[src/rtl/player_cmd_issuer_if.sv]
// rtl/player_cmd_issuer_if.sv - event, movement and instruction signals of the player command issuer
interface player_cmd_issuer_if #(
  parameter int FIFO_DEPTH = 8
);
  localparam int CW = $clog2(FIFO_DEPTH) + 1;

  logic [3:0]    move_req;
  logic          is_dead;

  logic          sethp_valid;
  logic [7:0]    sethp_value;
  logic          sethp_ready;

  logic          dmg_valid;
  logic [7:0]    dmg_amount;
  logic          dmg_ready;

  logic          heal_valid;
  logic [7:0]    heal_amount;
  logic          heal_ready;

  logic          atk_valid;
  logic [7:0]    atk_amount;
  logic          atk_ready;

  logic [15:0]   instruction;
  logic [CW-1:0] fifo_count;

  // game-logic / input layer side
  modport master (
    output move_req, is_dead,
    output sethp_valid, sethp_value, dmg_valid, dmg_amount,
    output heal_valid, heal_amount, atk_valid, atk_amount,
    input  sethp_ready, dmg_ready, heal_ready, atk_ready,
    input  instruction, fifo_count
  );

  // issuer side
  modport slave (
    input  move_req, is_dead,
    input  sethp_valid, sethp_value, dmg_valid, dmg_amount,
    input  heal_valid, heal_amount, atk_valid, atk_amount,
    output sethp_ready, dmg_ready, heal_ready, atk_ready,
    output instruction, fifo_count
  );
endinterface

[src/rtl/player_cmd_issuer.sv]
// rtl/player_cmd_issuer.sv - serialises game events and movement ticks into player instruction words
module player_cmd_issuer #(
  parameter int FIFO_DEPTH  = 8,
  parameter int MOVE_PERIOD = 833333
) (
  input logic               clk,
  input logic               reset,
  player_cmd_issuer_if.slave bus
);
  localparam int AW = $clog2(FIFO_DEPTH);
  localparam int CW = AW + 1;
  localparam int TW = $clog2(MOVE_PERIOD);

  // source index 0..3 is also the grant priority: sethp, dmg, heal, atk
  logic [11:0]   mem [FIFO_DEPTH];
  logic [AW-1:0] wr_ptr, rd_ptr;
  logic [CW-1:0] count;
  logic [CW-1:0] free;
  logic [TW-1:0] tick_cnt;
  logic          move_pending;
  logic [1:0]    rr_ptr;
  logic [15:0]   instr_q;

  logic [3:0]    src_valid, src_ready, push;
  logic [11:0]   src_word [4];
  logic [2:0]    slot_off [4];
  logic [2:0]    push_cnt;
  logic [2:0]    higher;
  logic          pop;
  logic          wrap;
  logic          dir_found;
  logic [1:0]    dir_sel;
  logic [1:0]    cand;

  assign src_valid   = {bus.atk_valid, bus.heal_valid, bus.dmg_valid, bus.sethp_valid};
  assign src_word[0] = {4'b0110, bus.sethp_value};
  assign src_word[1] = {4'b0010, bus.dmg_amount};
  assign src_word[2] = {4'b0001, bus.heal_amount};
  assign src_word[3] = {4'b0011, bus.atk_amount};

  assign free = CW'(FIFO_DEPTH) - count;
  assign pop  = (count != '0);
  assign wrap = (tick_cnt == TW'(MOVE_PERIOD - 1));

  assign bus.sethp_ready = src_ready[0];
  assign bus.dmg_ready   = src_ready[1];
  assign bus.heal_ready  = src_ready[2];
  assign bus.atk_ready   = src_ready[3];
  assign bus.instruction = instr_q;
  assign bus.fifo_count  = count;

  // a source is ready only if a slot remains after every higher-priority valid takes one
  always_comb begin
    higher = '0;
    for (int i = 0; i < 4; i++) begin
      src_ready[i] = (free > CW'(higher));
      higher       = higher + 3'(src_valid[i]);
    end
  end

  // accepted sources fill consecutive slots in priority order
  always_comb begin
    push_cnt = '0;
    for (int i = 0; i < 4; i++) begin
      push[i]     = src_valid[i] & src_ready[i];
      slot_off[i] = push_cnt;
      push_cnt    = push_cnt + 3'(push[i]);
    end
  end

  // round-robin pick of the first held direction at or after rr_ptr
  always_comb begin
    dir_found = 1'b0;
    dir_sel   = rr_ptr;
    cand      = rr_ptr;
    for (int k = 3; k >= 0; k--) begin
      cand = rr_ptr + 2'(k);
      if (bus.move_req[cand]) begin
        dir_found = 1'b1;
        dir_sel   = cand;
      end
    end
  end

  // event storage, written without reset since occupancy is tracked by the pointers
  always_ff @(posedge clk) begin
    for (int i = 0; i < 4; i++) begin
      if (push[i]) mem[wr_ptr + AW'(slot_off[i])] <= src_word[i];
    end
  end

  // queue pointers, output word selection and movement tick bookkeeping
  always_ff @(posedge clk) begin
    if (reset) begin
      wr_ptr       <= '0;
      rd_ptr       <= '0;
      count        <= '0;
      instr_q      <= 16'h0000;
      tick_cnt     <= '0;
      move_pending <= 1'b0;
      rr_ptr       <= 2'd0;
    end else begin
      wr_ptr <= wr_ptr + AW'(push_cnt);
      count  <= count + CW'(push_cnt) - CW'(pop);

      if (pop) begin
        rd_ptr  <= rd_ptr + 1'b1;
        instr_q <= {mem[rd_ptr], 4'h0};
      end else if (move_pending && dir_found && !bus.is_dead) begin
        instr_q <= {4'b0101, 6'b0, dir_sel, 4'h0};
        rr_ptr  <= dir_sel + 2'd1;
      end else begin
        instr_q <= 16'h0000;
      end

      // a pending move is consumed (emitted or dropped) whenever the queue is empty;
      // a fresh tick on that same edge re-arms it
      if (wrap) begin
        tick_cnt     <= '0;
        move_pending <= 1'b1;
      end else begin
        tick_cnt <= tick_cnt + 1'b1;
        if (!pop) move_pending <= 1'b0;
      end
    end
  end
endmodule
[src/flat_wrapper.sv]
// flat-port wrapper written by rule: the top's interface ports become plain ports
module player_cmd_issuer_flat 
#(
  parameter int FIFO_DEPTH  = 8,
  parameter int MOVE_PERIOD = 833333
)
  (clk, reset, bus_move_req, bus_is_dead, bus_sethp_valid, bus_sethp_value, bus_dmg_valid, bus_dmg_amount, bus_heal_valid, bus_heal_amount, bus_atk_valid, bus_atk_amount, bus_sethp_ready, bus_dmg_ready, bus_heal_ready, bus_atk_ready, bus_instruction, bus_fifo_count);
  player_cmd_issuer_if #(.FIFO_DEPTH(FIFO_DEPTH)) bus_i ();
  input logic clk;
  input logic reset;
  input wire logic [$bits(bus_i.move_req)-1:0] bus_move_req;
  input wire logic [$bits(bus_i.is_dead)-1:0] bus_is_dead;
  input wire logic [$bits(bus_i.sethp_valid)-1:0] bus_sethp_valid;
  input wire logic [$bits(bus_i.sethp_value)-1:0] bus_sethp_value;
  input wire logic [$bits(bus_i.dmg_valid)-1:0] bus_dmg_valid;
  input wire logic [$bits(bus_i.dmg_amount)-1:0] bus_dmg_amount;
  input wire logic [$bits(bus_i.heal_valid)-1:0] bus_heal_valid;
  input wire logic [$bits(bus_i.heal_amount)-1:0] bus_heal_amount;
  input wire logic [$bits(bus_i.atk_valid)-1:0] bus_atk_valid;
  input wire logic [$bits(bus_i.atk_amount)-1:0] bus_atk_amount;
  output wire logic [$bits(bus_i.sethp_ready)-1:0] bus_sethp_ready;
  output wire logic [$bits(bus_i.dmg_ready)-1:0] bus_dmg_ready;
  output wire logic [$bits(bus_i.heal_ready)-1:0] bus_heal_ready;
  output wire logic [$bits(bus_i.atk_ready)-1:0] bus_atk_ready;
  output wire logic [$bits(bus_i.instruction)-1:0] bus_instruction;
  output wire logic [$bits(bus_i.fifo_count)-1:0] bus_fifo_count;
  assign bus_i.move_req = bus_move_req;
  assign bus_i.is_dead = bus_is_dead;
  assign bus_i.sethp_valid = bus_sethp_valid;
  assign bus_i.sethp_value = bus_sethp_value;
  assign bus_i.dmg_valid = bus_dmg_valid;
  assign bus_i.dmg_amount = bus_dmg_amount;
  assign bus_i.heal_valid = bus_heal_valid;
  assign bus_i.heal_amount = bus_heal_amount;
  assign bus_i.atk_valid = bus_atk_valid;
  assign bus_i.atk_amount = bus_atk_amount;
  assign bus_sethp_ready = bus_i.sethp_ready;
  assign bus_dmg_ready = bus_i.dmg_ready;
  assign bus_heal_ready = bus_i.heal_ready;
  assign bus_atk_ready = bus_i.atk_ready;
  assign bus_instruction = bus_i.instruction;
  assign bus_fifo_count = bus_i.fifo_count;
  player_cmd_issuer #(.FIFO_DEPTH(FIFO_DEPTH), .MOVE_PERIOD(MOVE_PERIOD)) u_core (.clk(clk), .reset(reset), .bus(bus_i));
endmodule
[config.mk]
export PLATFORM = sky130hd
export DESIGN_NAME = player_cmd_issuer_flat
export DESIGN_NICKNAME = d
export VERILOG_FILES = /design/src/rtl/player_cmd_issuer_if.sv /design/src/rtl/player_cmd_issuer.sv /design/src/flat_wrapper.sv
export SDC_FILE = /design/constraint.sdc
export NUM_CORES = 1
export LEC_CHECK = 0
export CAP_MARGIN = 20
export CORE_MARGIN = 2
export CORE_UTILIZATION = 53
export DETAILED_ROUTE_END_ITERATION = 6
export PLACE_DENSITY = 0.74
export SLEW_MARGIN = 20
export SYNTH_ARGS = -nofsm -noshare
export SYNTH_HDL_FRONTEND = slang
export SYNTH_SLANG_ARGS = --single-unit
[constraint.sdc]
create_clock -name clk -period 10.7 [get_ports clk]
set_input_delay 1.605 -clock clk [delete_from_list [all_inputs] [get_ports clk]]
set_output_delay 1.605 -clock clk [all_outputs]
set_load 0.005 [all_outputs]
==> results of run 1 <==
## routing by layer
layer  share of wire [%]  GRT usage [%]  vias up
met5                   0              0        -
met2                  48          48.11      478
li1                    -              -     3435
met3                 8.5          6.396       94
met4                 4.2          13.41        0
met1                  40          38.04     3462
## how the worst min path moves through the flow
stage,start,end
2_1_floorplan,u_core.mem[2][8]$_SDFFE_PP1P_,u_core.mem[2][8]$_SDFFE_PP1P_
3_3_place_gp,u_core.mem[2][8]$_SDFFE_PP1P_,u_core.mem[2][8]$_SDFFE_PP1P_
3_5_place_dp,u_core.mem[4][8]$_SDFFE_PP1P_,u_core.mem[4][8]$_SDFFE_PP1P_
4_1_cts,u_core.mem[2][8]$_SDFFE_PP1P_,u_core.mem[2][8]$_SDFFE_PP1P_
5_1_grt,u_core.mem[0][8]$_SDFFE_PP1P_,u_core.mem[0][8]$_SDFFE_PP1P_
6_report,u_core.mem[2][8]$_SDFFE_PP1P_,u_core.mem[2][8]$_SDFFE_PP1P_
## power by group
group | switching [mW] | internal [mW] | leakage, nW | total [mW]
clock | 0.257 | 0.331 | 0.289 | 0.588
combinational | 1.01 | 0.671 | 2.19 | 1.68
sequential | 0.0909 | 0.819 | 1.25 | 0.910
## cell usage in the layout, fill, tap and decap left out, types with 32 or more instances in the layout
master	synthesis	routed
nor3_1	40	40
edfxtp_1	64	64
inv_1	42	42
o22ai_1	42	42
nor2_1	114	114
nand2_1	57	57
and3_1	39	39
dfxtp_1	71	71
a311oi_1	32	32
o21ai_0	49	49
clkdlybuf4s50_1	0	61
## metrics by stage
step	hold WS [ns]	setup WS [ns]	area, µm²	instances	total power [mW]
floorplan	0.4205	5.017	8436	894	2.074
global placement	0.4336	4.065	9198	1131	2.539
detailed placement	0.4399	3.882	9198	1131	2.574
CTS	0.4549	4.329	9781	1163	3.165
global route	0.4796	4.069	9781	1163	3.388
finish	0.4571	4.311	9781	1163	3.182
## state kept, by name, indices dropped and copies added (netlist names), named ones only
| register | flops |
|---|---|
| u_core.move_pending | 1 |
| u_core.rd_ptr | 3 |
| u_core.bus.fifo_count | 4 |
| u_core.wr_ptr | 3 |
| u_core.mem | 88 |
| u_core.rr_ptr | 2 |
| u_core.bus.instruction | 11 |
| u_core.tick_cnt | 20 |
## area by class of cell
class                   count  area (µm²)
fillers                  1312        5932
multi-input cells         662        4707
flip-flops and latches    135        3343
repair buffers             75       715.7
clock buffers              17       425.4
well taps                 216       270.3
inverters                  43       161.4
clock inverters            15       157.7
## cell families after synthesis
family | share of synthesized area (%)
buf+inv | 4.636
fa+ha+maj | 5.825
other cells | 0.04453
simple gates | 19.05
xor+xnor | 3.492
flops | 39.70
compound gates | 19.82
mux | 7.429
==> impl_summary.txt, run 1 <==
----------------------------------------------------
[Worst setup path]
  Worst Setup Path Type ... in -> reg
  Cell family with the largest share of critical-path delay ... adder cells
  Worst Setup Start Kind ... input port
  Delay of the slowest cell on the worst path ... 0.61 ns
  Reg-to-Reg Start ... u_core.bus.fifo_count[0]$_SDFF_PP0_
  Cells along the critical path ... clkdlybuf4s50_1, ha_1, inv_1, ha_1, nor2b_1, a2bb2oi_1, or2_2, nand2_1, fa_1, inv_1, ha_1, fa_1, xnor3_1, or2_2, a211o_1, nand3_1
  Buffers and inverters on the worst path ... 3
  R2R setup slack ... roughly 5.4 ns
  Depth of the critical timing path with buffers and inverters included ... 16
  Crit path to ... u_core.mem[4][7]$_DFFE_PP_
  Worst endpoint required time ... between 10 and 15 ns
  Worst Setup End Kind ... flip-flop
  Crit Reg-Reg Endpoint ... u_core.mem[4][7]$_DFFE_PP_
  Depth of the worst register-to-register path ... 15
  Cell with the most instances on the worst path ... ha_1
  Arrival time at the worst endpoint ... about 6.5 ns
  Start point of the critical path ... bus_dmg_valid
  Slowest cell on the critical path ... clkdlybuf4s50_1
  Maximum fanout count along the critical path ... 19

[Status]
  Run status ... completed

[Flow run]
  Max-Cap Viols ... 0

[STA]
  Worst slew margin relative to its limit ... 38.06%
  Unrepaired setup endpoints after global routing ... no
  Finish-stage setup viols ... 0
  Maximum clock skew at final layout ... 0.008166 ns
  Max-slew violation total from the final report ... 0
  Tmin final ... around 6.4 ns
  Final setup TNS ... 0 ns
  Share of the cycle needed by the critical path after routing ... approximately 60%
  Least-Margin Pin Slew ... 0.9257 ns
  Maximum clock frequency ... ~0.16 GHz
  Number of endpoints with negative hold slack in the final report ... 0

[Drt]
  Number of vias per cell after detailed routing ... 6.422
  Wire length per cell ... approximately 21 µm
  1st-iter DRT viols ... between 900 and 1,000
  Pre-antenna DRT Iters ... 6
  Post-route ant nets ... 0
  Count of unresolved DRC violations after routing ... 0
  Final WL ... ~24,000 µm
  Number of vias after detailed routing ... between 7,000 and 8,000

[Global route]
  Maximum number of pins on one net before global-route repair ... 29
  Total congestion overflow after global routing ... 0
  Wire length of the first global-routing pass ... between 30,000 and 40,000 µm
  Via count of the first global-routing pass ... around 6,900
  Antenna violations before repair ... 0
  Overall fraction of global-route tracks in use ... 29.58%

[Yosys]
  Synth top area share ... between 20% and 30%
  Most instantiated library cell after synthesis ... nor2_1
  Average cell area after synthesis ... 9.461 µm²
  Cells taking the most area after synthesis ... edfxtp_1 23%, dfxtp_1 17%, mux4_2 5.9%
  Synthesis warning total ... 0
  Syn Inst Count ... between 800 and 900
  Flops & latches, synth ... 135
  Most instantiated cells after synthesis ... 114 x nor2_1, 71 x dfxtp_1, 64 x edfxtp_1
  Sequential share of the synthesized area ... 39.70%
  Largest area contributor in the netlist ... edfxtp_1
  Post-synth top flop ... dfxtp_1
  Count of cell types in the netlist ... 65
  Post-synthesis instance area ... 8421 µm²
  Proportion of register bits with asynchronous set or reset after synthesis ... 0%
  Number of synthesized flops with an enable pin ... 64

[Die]
  Standard-cell row count ... 46
  Initial core utilization ... between 50% and 60%
  Area of the die ... 16,910 µm²
  Placeable core region ... ~16,000 µm²
  Die Span X ... 130.0 µm
  Top-level I/O count ... 67
  Die H ... 130.0 µm

[Clocking]
  Hold bufs inserted after CTS ... 0
  Worst-path clk slew ... 0.06 ns
  Root buf cell ... clkbuf_16
  Clock latency of the later-clocked register in the worst-skew pair ... between 0.4 and 0.5 ns
  Gates resized, CTS repair ... 0
  Clock tree from TritonCTS ... built
  Buffer count from post-CTS setup fixing ... 0
  TritonCTS buffer count ... 17
  Number of sinks handled by clock tree synthesis ... around 140
  Number of levels in the clock H-tree ... 4
  Maximum buffer depth of the clock tree ... 2

[Power and ir drop]
  Power density cells ... roughly 330 nW/µm²
  LEAKAGE ... ~3.7 nW
  Maximum vdd drop ... ~0.00025 V

[Cells and area]
  Post-layout net count ... 1,012
  Area growth from synthesis to final layout ... 16.15%
  Core Util, Final ... between 60% and 70%
  Final antenna diode count ... 0
  Fraction of final layout cells with drive strength greater than 1 ... about 9.6%

[Place]
  GPL Wtd Cong ... around 1
  I/O Buffers ... just over 60
  HPWL Detailed ... 17,480 µm

[Min path]
  Cells on Worst Hold Path ... 1
  Hold WC Path Type ... reg -> reg

----------------------------------------------------
No activity file was read; power rests on OpenSTA's default activity.
==> run 2: changes to the inputs <==
==> constraint.sdc (replaced) <==
create_clock -name clk -period 6.3 [get_ports clk]
set_input_delay 0.945 -clock clk [delete_from_list [all_inputs] [get_ports clk]]
set_output_delay 0.945 -clock clk [all_outputs]
set_load 0.005 [all_outputs]
==> impl_summary.txt, run 2 (synthesis results as in run 1) <==
----------------------------------------------------
[Status]
  Run status ... completed

[Clocking]
  TritonCTS buffer count ... 17 (unchanged)
  Buffer count from post-CTS setup fixing ... 0 (unchanged)
  Root buf cell ... clkbuf_16
  Number of sinks handled by clock tree synthesis ... 135 (unchanged)
  Worst-path clk slew ... 0.06 ns (about the same)
  Hold bufs inserted after CTS ... 0 (unchanged)
  Clock tree from TritonCTS ... built
  Gates resized, CTS repair ... 0 (unchanged)
  Number of levels in the clock H-tree ... 4 (unchanged)
  Clock latency of the later-clocked register in the worst-skew pair ... 0.43 ns (about the same)
  Maximum buffer depth of the clock tree ... 2 (unchanged)

[Worst setup path]
  Cells along the critical path ... clkdlybuf4s50_1, ha_1, inv_1, ha_1, nor2b_1, a2bb2oi_1, or2_2, nand2_1, fa_1, inv_1, ha_1, fa_1, xnor3_1, or2_2, a211o_1, nand3_1
  Worst endpoint required time ... 6.36 ns (-4.41 ns)
  Reg-to-Reg Start ... u_core.bus.fifo_count[0]$_SDFF_PP0_
  Worst Setup Path Type ... in -> reg
  Worst Setup End Kind ... flip-flop
  Cell with the most instances on the worst path ... ha_1
  Slowest cell on the critical path ... clkdlybuf4s50_1
  R2R setup slack ... 1.37 ns (-4.04 ns)
  Maximum fanout count along the critical path ... 8 (-11)
  Arrival time at the worst endpoint ... 5.42 ns (-1.04 ns)
  Delay of the slowest cell on the worst path ... 0.60 ns (about the same)
  Worst Setup Start Kind ... input port
  Start point of the critical path ... bus_sethp_valid

[Cells and area]
  Top library cells by usage in the layout, fill and taps aside ... 114 x nor2_1, 71 x dfxtp_1, 64 x edfxtp_1
  Area growth from synthesis to final layout ... 16.73%
  Commonest non-fill, non-tap cell in the layout ... nor2_1
  Final-layout fill cell count ... 1,287 (-1.9%)
  Max FFs per register ... 88 (unchanged)
  Final antenna diode count ... 0 (unchanged)
  Post-layout net count ... 1,019 (+0.69%)
  Fraction of final layout cells with drive strength greater than 1 ... 10.07% (+0.46 points)

[Place]
  GPL Wtd Cong ... 0.9257 (-6.0%)
  HPWL Detailed ... 17,830 µm (+2.0%)
  I/O Buffers ... 61 (unchanged)

[Power and ir drop]
  Power density cells ... 549.8 nW/µm² (+69%)
  Proportion of total power due to net switching ... 41.71% (-1.1 points)
  Part of the total power dissipated in sequential elements ... 28.5% (about the same)
  Combinational share of power ... 53.7% (+0.8 points)
  Proportion of power drawn by the clock network ... 17.9% (-0.6 points)
  Maximum vdd drop ... 0.0004502 V (+77%)
  Cell internal pwr ... 3.150 mW (+73%)
  Power dissipated by switching net loads ... 2.254 mW (+66%)
  LEAKAGE ... 3.754 nW (+0.86%)

[Global route]
  Overall fraction of global-route tracks in use ... 29.69% (+0.11 points)
  Total congestion overflow after global routing ... 0 (unchanged)
  Maximum number of pins on one net before global-route repair ... 29 (unchanged)
  Antenna violations before repair ... 0 (unchanged)
  Via count of the first global-routing pass ... 6,767 (-1.3%)
  Wire length of the first global-routing pass ... 37,730 µm (+0.59%)

[STA]
  Fin Hold WS ... 0.4534 ns (-0.003765 ns)
  Worst slew margin relative to its limit ... 37.11% (-0.95 points)
  Maximum clock frequency ... roughly 0.19 GHz
  Least-Margin Pin Slew ... 0.9399 ns (+0.01424 ns)
  Maximum clock skew at final layout ... 0.007400 ns (-0.0007661 ns)
  Final setup TNS ... 0 ns (unchanged)
  Number of endpoints with negative hold slack in the final report ... 0 (unchanged)
  Unrepaired setup endpoints after global routing ... no
  Finish-stage setup viols ... 0 (unchanged)
  Tmin final ... between 5 and 6 ns
  Share of the cycle needed by the critical path after routing ... about 85%
  Max-slew violation total from the final report ... 0 (unchanged)

[Die]
  Area of the die ... 16,910 µm² (unchanged)
  Standard-cell row count ... 46 (unchanged)
  Die Span X ... 130.0 µm (unchanged)
  Placeable core region ... 15,710 µm² (unchanged)
  Initial core utilization ... 53.59% (unchanged)
  Die H ... 130.0 µm (unchanged)
  Top-level I/O count ... 67 (unchanged)

[Min path]
  Min-delay src ... u_core.mem[5][8]$_SDFFE_PP1P_
  Hold WC Path Type ... reg -> reg

[Drt]
  1st-iter DRT viols ... 927 (-5.0%)
  Number of vias per cell after detailed routing ... 6.346 (-1.2%)
  Wire length per cell ... 21.02 µm (+0.49%)
  Pre-antenna DRT Iters ... 6 (unchanged)
  Count of unresolved DRC violations after routing ... 0 (unchanged)
  Post-route ant nets ... 0 (unchanged)
  Final WL ... 24,570 µm (+1.0%)
  Number of vias after detailed routing ... 7,418 (-0.68%)

[Flow run]
  Max-Cap Viols ... 0 (unchanged)

----------------------------------------------------
[run 2: area by class of cell]
class | count | area [µm²] | share of cell area [%]
timing repair buffer | 82 | 768.2 | 7.816
tap | 216 | 270.3 | 2.749
clock buffer | 22 | 518.0 | 5.270
inverter | 43 | 161.4 | 1.642
multi-input combinational | 662 | 4707 | 47.89
sequential | 135 | 3343 | 34.01
clock inverter | 9 | 61.31 | 0.6237
[run 2: metal layers]
metal	vias up	wire length (µm)	track usage (%)
li1	3453	-	-
met1	3483	10010	39.97
met2	414	11460	47.46
met3	68	2161	6.314
met4	0	941	11.13
met5	-	0	0
[run 2: metrics by stage]
| stage | worst slack [ns] | total power [mW] | utilization [%] | cell area [µm²] | std cells |
|---|---|---|---|---|---|
| 2_1_floorplan | 1.277 | 3.522 | - | 8436 | 894 |
| 3_3_place_gp | 0.5760 | 4.333 | 58.87 | 9250 | 1138 |
| 3_5_place_dp | 0.5017 | 4.403 | 58.87 | 9250 | 1138 |
| 4_1_cts | 0.9452 | 5.377 | 62.56 | 9829 | 1169 |
| 5_1_grt | 0.5873 | 5.761 | 62.56 | 9829 | 1169 |
| 6_report | 0.9428 | 5.404 | 62.56 | 9829 | 1169 |
[run 2: power groups by stage]
stage          clock network [mW]  registers (mW)  logic [mW]
3_5_place_dp                    0            1.55        2.85
6_report                    0.966            1.54        2.90
2_1_floorplan                   0            1.49        2.03
5_1_grt                      1.01            1.56        3.18
3_3_place_gp                    0            1.55        2.79
4_1_cts                     0.974            1.54        2.87
[run 2: path summary, 6_finish.rpt]
kind / cells after the start / to
worst max-delay path: 16 / u_core.mem[4][1]$_DFFE_PP_
worst min-delay path: 1 / u_core.mem[5][8]$_SDFFE_PP1P_
worst max register to register: 15 / u_core.mem[4][1]$_DFFE_PP_
worst min register to register: 1 / u_core.mem[5][8]$_SDFFE_PP1P_
[run 2: worst max-delay path: cells and delay by family]
| kind | cells | cell delay (ns) |
|---|---|---|
| adders and majority gates | 5 | 1.54 |
| and+or+nand+nor | 5 | 1.15 |
| buffers and inverters | 3 | 0.70 |
| AOI/OAI and AO/OA | 2 | 0.66 |
| xor gates and xnor gates | 1 | 0.42 |
==> run 3: changes to the inputs <==
--- a/config.mk
+++ b/config.mk
@@ -8,8 +8,9 @@
 export CAP_MARGIN = 20
 export CORE_MARGIN = 2
 export CORE_UTILIZATION = 53
+export CTS_CLUSTER_SIZE = 8
 export DETAILED_ROUTE_END_ITERATION = 6
-export PLACE_DENSITY = 0.74
+export PLACE_DENSITY = 0.77
 export SLEW_MARGIN = 20
 export SYNTH_ARGS = -nofsm -noshare
 export SYNTH_HDL_FRONTEND = slang
==> constraint.sdc (replaced) <==
create_clock -name clk -period 4.65 [get_ports clk]
set_input_delay 0.6975 -clock clk [delete_from_list [all_inputs] [get_ports clk]]
set_output_delay 0.6975 -clock clk [all_outputs]
set_load 0.005 [all_outputs]
==> impl_summary.txt, run 3 (synthesis results as in run 1) <==
----------------------------------------------------
[Status]
  Run status ... finished, violations left
  Violations in the final reports ... design-rule violations

[Die]
  Top-level I/O count ... 67 (unchanged)
  Area of the die ... 16,910 µm² (unchanged)
  Placeable core region ... 15,710 µm² (unchanged)
  Initial core utilization ... 53.59% (unchanged)
  Die Span X ... 130.0 µm (unchanged)
  Die H ... 130.0 µm (unchanged)
  Standard-cell row count ... 46 (unchanged)

[STA]
  Max-slew violation total from the final report ... 0 (unchanged)
  Share of the cycle needed by the critical path after routing ... 96.39%
  Final setup TNS ... 0 ns (unchanged)
  Finish-stage setup viols ... 0 (unchanged)
  Maximum clock skew at final layout ... 0.007321 ns (-0.00007966 ns)
  Worst slew margin relative to its limit ... 16.88% (-20 points)
  Maximum clock frequency ... 0.2231 GHz
  Number of endpoints with negative hold slack in the final report ... 0 (unchanged)
  Tmin final ... ~4.5 ns
  Least-Margin Pin Slew ... 1.238 ns (+0.2979 ns)

[Power and ir drop]
  Power after layout ... 8.312 mW (+54%)
  Part of the total power dissipated in sequential elements ... 25.4% (-3.1 points)
  Maximum vdd drop ... 0.0007146 V (+59%)
  Proportion of total power due to net switching ... 40.35% (-1.4 points)
  Power density cells ... 788.0 nW/µm² (+43%)
  Power dissipated by switching net loads ... 3.354 mW (+49%)
  Combinational share of power ... 58.3% (+4.6 points)
  Cell internal pwr ... 4.958 mW (+57%)
  Proportion of power drawn by the clock network ... 16.3% (-1.6 points)
  LEAKAGE ... 4.096 nW (+9.1%)

[Clocking]
  Clock tree from TritonCTS ... built
  Number of levels in the clock H-tree ... 4 (unchanged)
  Clock latency of the later-clocked register in the worst-skew pair ... 0.42 ns (about the same)
  Number of sinks handled by clock tree synthesis ... 135 (unchanged)
  Root buf cell ... clkbuf_16
  Hold bufs inserted after CTS ... 0 (unchanged)
  Worst-path clk slew ... 0.06 ns (about the same)
  Maximum buffer depth of the clock tree ... 2 (unchanged)
  TritonCTS buffer count ... 17 (unchanged)

[Global route]
  Overall fraction of global-route tracks in use ... 30.64% (+0.95 points)
  Wire length of the first global-routing pass ... 39,060 µm (+3.5%)
  Maximum number of pins on one net before global-route repair ... 23 (-21%)
  Total congestion overflow after global routing ... 0 (unchanged)
  Via count of the first global-routing pass ... 7,232 (+6.9%)
  Antenna violations before repair ... 0 (unchanged)

[Cells and area]
  Design Area, Final ... 10,550 µm² (+7.3%)
  Top library cells by usage in the layout, fill and taps aside ... 114 x nor2_1, 71 x dfxtp_1, 64 x edfxtp_1
  Fraction of final layout cells with drive strength greater than 1 ... 16.60% (+6.5 points)
  Commonest non-fill, non-tap cell in the layout ... nor2_1
  Final antenna diode count ... 0 (unchanged)
  Area growth from synthesis to final layout ... 25.28%
  Post-layout net count ... 1,065 (+4.5%)
  Core Util, Final ... 67.14% (+4.6 points)
  Max FFs per register ... 88 (unchanged)

[Worst setup path]
  Maximum fanout count along the critical path ... 7 (-1)
  Cells along the critical path ... clkdlybuf4s50_1, ha_2, inv_1, ha_4, nor2b_4, a2bb2oi_2, or2_2, nand2_1, fa_1, inv_1, ha_1, fa_2, xnor3_1, buf_4, nand2_1, a211oi_4, buf_6, clkbuf_16, a2111oi_4, a211oi_2
  Slowest cell on the critical path ... fa_1
  Worst Setup Path Type ... in -> reg
  Worst Setup End Kind ... flip-flop
  Arrival time at the worst endpoint ... 4.64 ns (-0.78 ns)
  Worst Setup Start Kind ... input port
  Delay of the slowest cell on the worst path ... 0.51 ns (-0.09 ns)
  Worst endpoint required time ... 4.81 ns (-1.55 ns)

[Place]
  GPL Wtd Cong ... 0.9761 (+5.4%)
  Placed standard-cell area ... 9714 µm² (+5.0%)
  I/O Buffers ... 61 (unchanged)
  HPWL Detailed ... 18,470 µm (+3.6%)

[Drt]
  Number of vias per cell after detailed routing ... 6.452 (+1.7%)
  Post-route ant nets ... 0 (unchanged)
  Count of unresolved DRC violations after routing ... 1 (+1)
  Final WL ... 26,050 µm (+6.0%)
  Pre-antenna DRT Iters ... 7 (+1)
  Wire length per cell ... 21.42 µm (+1.9%)
  1st-iter DRT viols ... 831 (-10%)
  Number of vias after detailed routing ... 7,846 (+5.8%)

[Min path]
  Hold WC Path Type ... reg -> reg

[Flow run]
  Max-Cap Viols ... 0 (unchanged)

----------------------------------------------------
[run 3: changes by cell type in the layout (fill, tap and decap cells not counted), moves of 3 or more]
cell,before,now
a2111oi_1,0,6
ha_1,28,25
clkinv_2,3,0
buf_6,0,4
buf_4,21,52
buf_12,0,10
a2111oi_0,16,1
a2111oi_2,1,8
[run 3: critical path: cells and delay by family]
kind / cells / cell delay, ns
compound gates: 4 / 0.62
buf+inv: 6 / 1.12
fa+ha+maj: 5 / 1.49
simple gates: 4 / 0.48
xor+xnor: 1 / 0.22
[run 3: area by class of cell]
type	instances	area [µm²]
clock buffer	26	554.3
clock inverter	6	45.04
fill	1206	5164
inverter	43	161.4
multi-input combinational	662	4903
sequential	135	3343
tap	216	270.3
timing repair buffer	128	1271
[run 3: power groups by stage]
| stage | Clock, mW | Sequential (mW) | Combinational [mW] |
|---|---|---|---|
| floorplan | 0 | 2.02 | 2.77 |
| global placement | 0 | 2.11 | 4.32 |
| detailed placement | 0 | 2.13 | 4.44 |
| CTS | 1.36 | 2.10 | 4.48 |
| global route | 1.41 | 2.14 | 5.23 |
| finish | 1.36 | 2.11 | 4.85 |
[run 3: worst paths after layout]
check                                      start                             to  slack (ns)  cells past startpoint
max                              bus_sethp_valid     u_core.mem[3][3]$_DFFE_PP_        0.17                     20
min                u_core.mem[3][8]$_SDFFE_PP1P_  u_core.mem[3][8]$_SDFFE_PP1P_        0.46                      1
max reg2reg  u_core.bus.fifo_count[0]$_SDFF_PP0_     u_core.mem[3][3]$_DFFE_PP_        0.30                     19
min reg2reg        u_core.mem[3][8]$_SDFFE_PP1P_  u_core.mem[3][8]$_SDFFE_PP1P_        0.46                      1
[run 3: stage by stage]
stage	hold slack [ns]	cells	setup WS [ns]
finish	0.4622	1216	0.1677
global route	0.4823	1216	-0.04703
global placement	0.4296	1180	-0.3667
floorplan	0.4205	894	0.06180
CTS	0.4635	1213	0.01024
detailed placement	0.4496	1181	-0.5030
[run 3: what timing repair did]
action	4_1_cts	5_1_grt
gates cloned	0	1
endpoints found under the setup margin	10	131
pin swaps	0	4
resized for setup	3	42
buffers inserted	0	2
[run 3: routing by layer]
| layer | global-route usage, % | up-vias | part of all wire [%] |
|---|---|---|---|
| met1 | 38.57 | 3683 | 38 |
| li1 | - | 3552 | - |
| met3 | 6.273 | 111 | 9.6 |
| met2 | 50.23 | 500 | 47 |
| met5 | 0 | - | 0 |
| met4 | 15.69 | 0 | 5.4 |
==> patch: new RTL, flow settings as in run 2 <==
`FIFO_DEPTH` is set to 8 in 3 places; all go to 4.
--- a/src/rtl/player_cmd_issuer_if.sv
+++ b/src/rtl/player_cmd_issuer_if.sv
@@ -1,6 +1,6 @@
 // rtl/player_cmd_issuer_if.sv - event, movement and instruction signals of the player command issuer
 interface player_cmd_issuer_if #(
-  parameter int FIFO_DEPTH = 8
+  parameter int FIFO_DEPTH = 4
 );
   localparam int CW = $clog2(FIFO_DEPTH) + 1;
 
--- a/src/rtl/player_cmd_issuer.sv
+++ b/src/rtl/player_cmd_issuer.sv
@@ -1,6 +1,6 @@
 // rtl/player_cmd_issuer.sv - serialises game events and movement ticks into player instruction words
 module player_cmd_issuer #(
-  parameter int FIFO_DEPTH  = 8,
+  parameter int FIFO_DEPTH  = 4,
   parameter int MOVE_PERIOD = 833333
 ) (
   input logic               clk,
--- a/src/flat_wrapper.sv
+++ b/src/flat_wrapper.sv
@@ -1,7 +1,7 @@
 // flat-port wrapper written by rule: the top's interface ports become plain ports
 module player_cmd_issuer_flat 
 #(
-  parameter int FIFO_DEPTH  = 8,
+  parameter int FIFO_DEPTH  = 4,
   parameter int MOVE_PERIOD = 833333
 )
   (clk, reset, bus_move_req, bus_is_dead, bus_sethp_valid, bus_sethp_value, bus_dmg_valid, bus_dmg_amount, bus_heal_valid, bus_heal_amount, bus_atk_valid, bus_atk_amount, bus_sethp_ready, bus_dmg_ready, bus_heal_ready, bus_atk_ready, bus_instruction, bus_fifo_count);
Ports: changed (resized bus_fifo_count); port bits go from 67 to 66. The function was not compared with the original's and may differ.
==> patch against run 2 <==
Final cell count down 40%. Combinational power decreased by 33%. Worst setup slack better by 0.40 ns. Clock power is 60% lower. Cell area is 39% lower. Synthesized area shrank 40%. Clock skew grew 0.0030 ns. Register-to-register slack gained 0.61 ns. Critical path type unchanged. Sequential cell count shrank 48. Total power decreased by 38%. Synthesized cell count down 42%. First-iteration DRC count fell by 44%. Routed wire length decreased by 46%. Global-route usage decreased by 3.5 points.
==> patch: results (changes against run 2) <==
- Setup skew after layout: 0.01041 ns (was 0.007400 ns)
* Cell types with the largest area share after synthesis: dfxtp_1, edfxtp_1, ha_1 (was edfxtp_1, dfxtp_1, mux4_2)
- The launch point of the worst hold path is u_core.mem[1][8]$_SDFFE_PP1P_ (was u_core.mem[5][8]$_SDFFE_PP1P_).
- The data arrival time at the worst-slack endpoint is 5.19 ns (was 5.42 ns).
- Critical Path Fanout Max: 6 (was 8)
* RePlAce Congestion: 0.9565 (was 0.9257)
- EDFF count, synth: 32 (was 64)
- Layout cell share with drive strength beyond 1: 0.07785 (was 0.1007)
- All-layer global routing usage: 0.2617 (was 0.2969)
- Wire length of the first global-routing pass: 20790 um (was 37730 um)
- The maximum number of pins on one net before global-route repair was 20 (was 29).
* Post-synthesis xor/xnor area fraction: 0.05471 (was 0.03492)
- # clock sinks: 87 (was 135)
- The insertion delay to the later sink of the worst-skew pair came to 0.36 ns (was 0.43 ns).
- Layout Cells excl Fill: 707 (was 1169)
- Complex-gate fraction of the synthesized area: 0.1999 (was 0.1982)
* Number of combinational gates with multiple inputs: 380 (was 662)
- Post-synthesis sequential area ratio: 0.4061 (was 0.3970)
- Number of CTS-inserted buffers: 9 (was 17)
* Minimum setup slack among reg-to-reg paths: 1.98 ns (was 1.37 ns)
- Run status: finished clean (unchanged)
* Remaining max-slew budget at the tightest pin: 0.3867 (was 0.3711)
- The worst setup slack before clock tree synthesis was 0.9724 ns (was 0.5017 ns).
- The count of routing violations after the opening detailed-route iteration was 521 (was 927).
- Vias after detailed routing: 4410 (was 7418)
- The layout clock buffer count came to 9 (was 22).
* Clock period minus worst slack: 4.953 ns (was 5.357 ns)
* Largest vdd supply drop: 343.8 uV (was 450.2 uV)
==> patch: changes by cell type after synthesis, sizes merged, moves of 17 or more <==
cell	delta
a2111oi	-17
nor3	-26
nor2	-66
and3	-33
a221oi	+33
nand2	-27
o2bb2ai	+25
edfxtp	-32
clkbuf	-32
a311oi	-32
o31ai	-17
o22ai	-41
a211oi	-23
==> patch: per-layer routing <==
layer / up-vias / GRT usage / share of wire
met5: - / 0 / 0
met4: 0 / 0.1036 / 0.038
met3: 60 / 0.06772 / 0.087
met2: 252 / 0.4195 / 0.47
met1: 2070 / 0.3411 / 0.41
li1: 2028 / - / -
==> patch: critical path, stage by stage <==
cell             delay (ns)
clkdlybuf4s50_1        0.53
ha_1                   0.37
ha_1                   0.19
ha_1                   0.17
inv_1                  0.05
ha_1                   0.26
and3_1                 0.20
a32o_1                 0.26
nor2_1                 0.24
inv_1                  0.10
ha_1                   0.21
fa_1                   0.51
inv_1                  0.05
ha_1                   0.29
fa_1                   0.43
xnor2_1                0.19
xnor2_1                0.14
nor2_1                 0.05
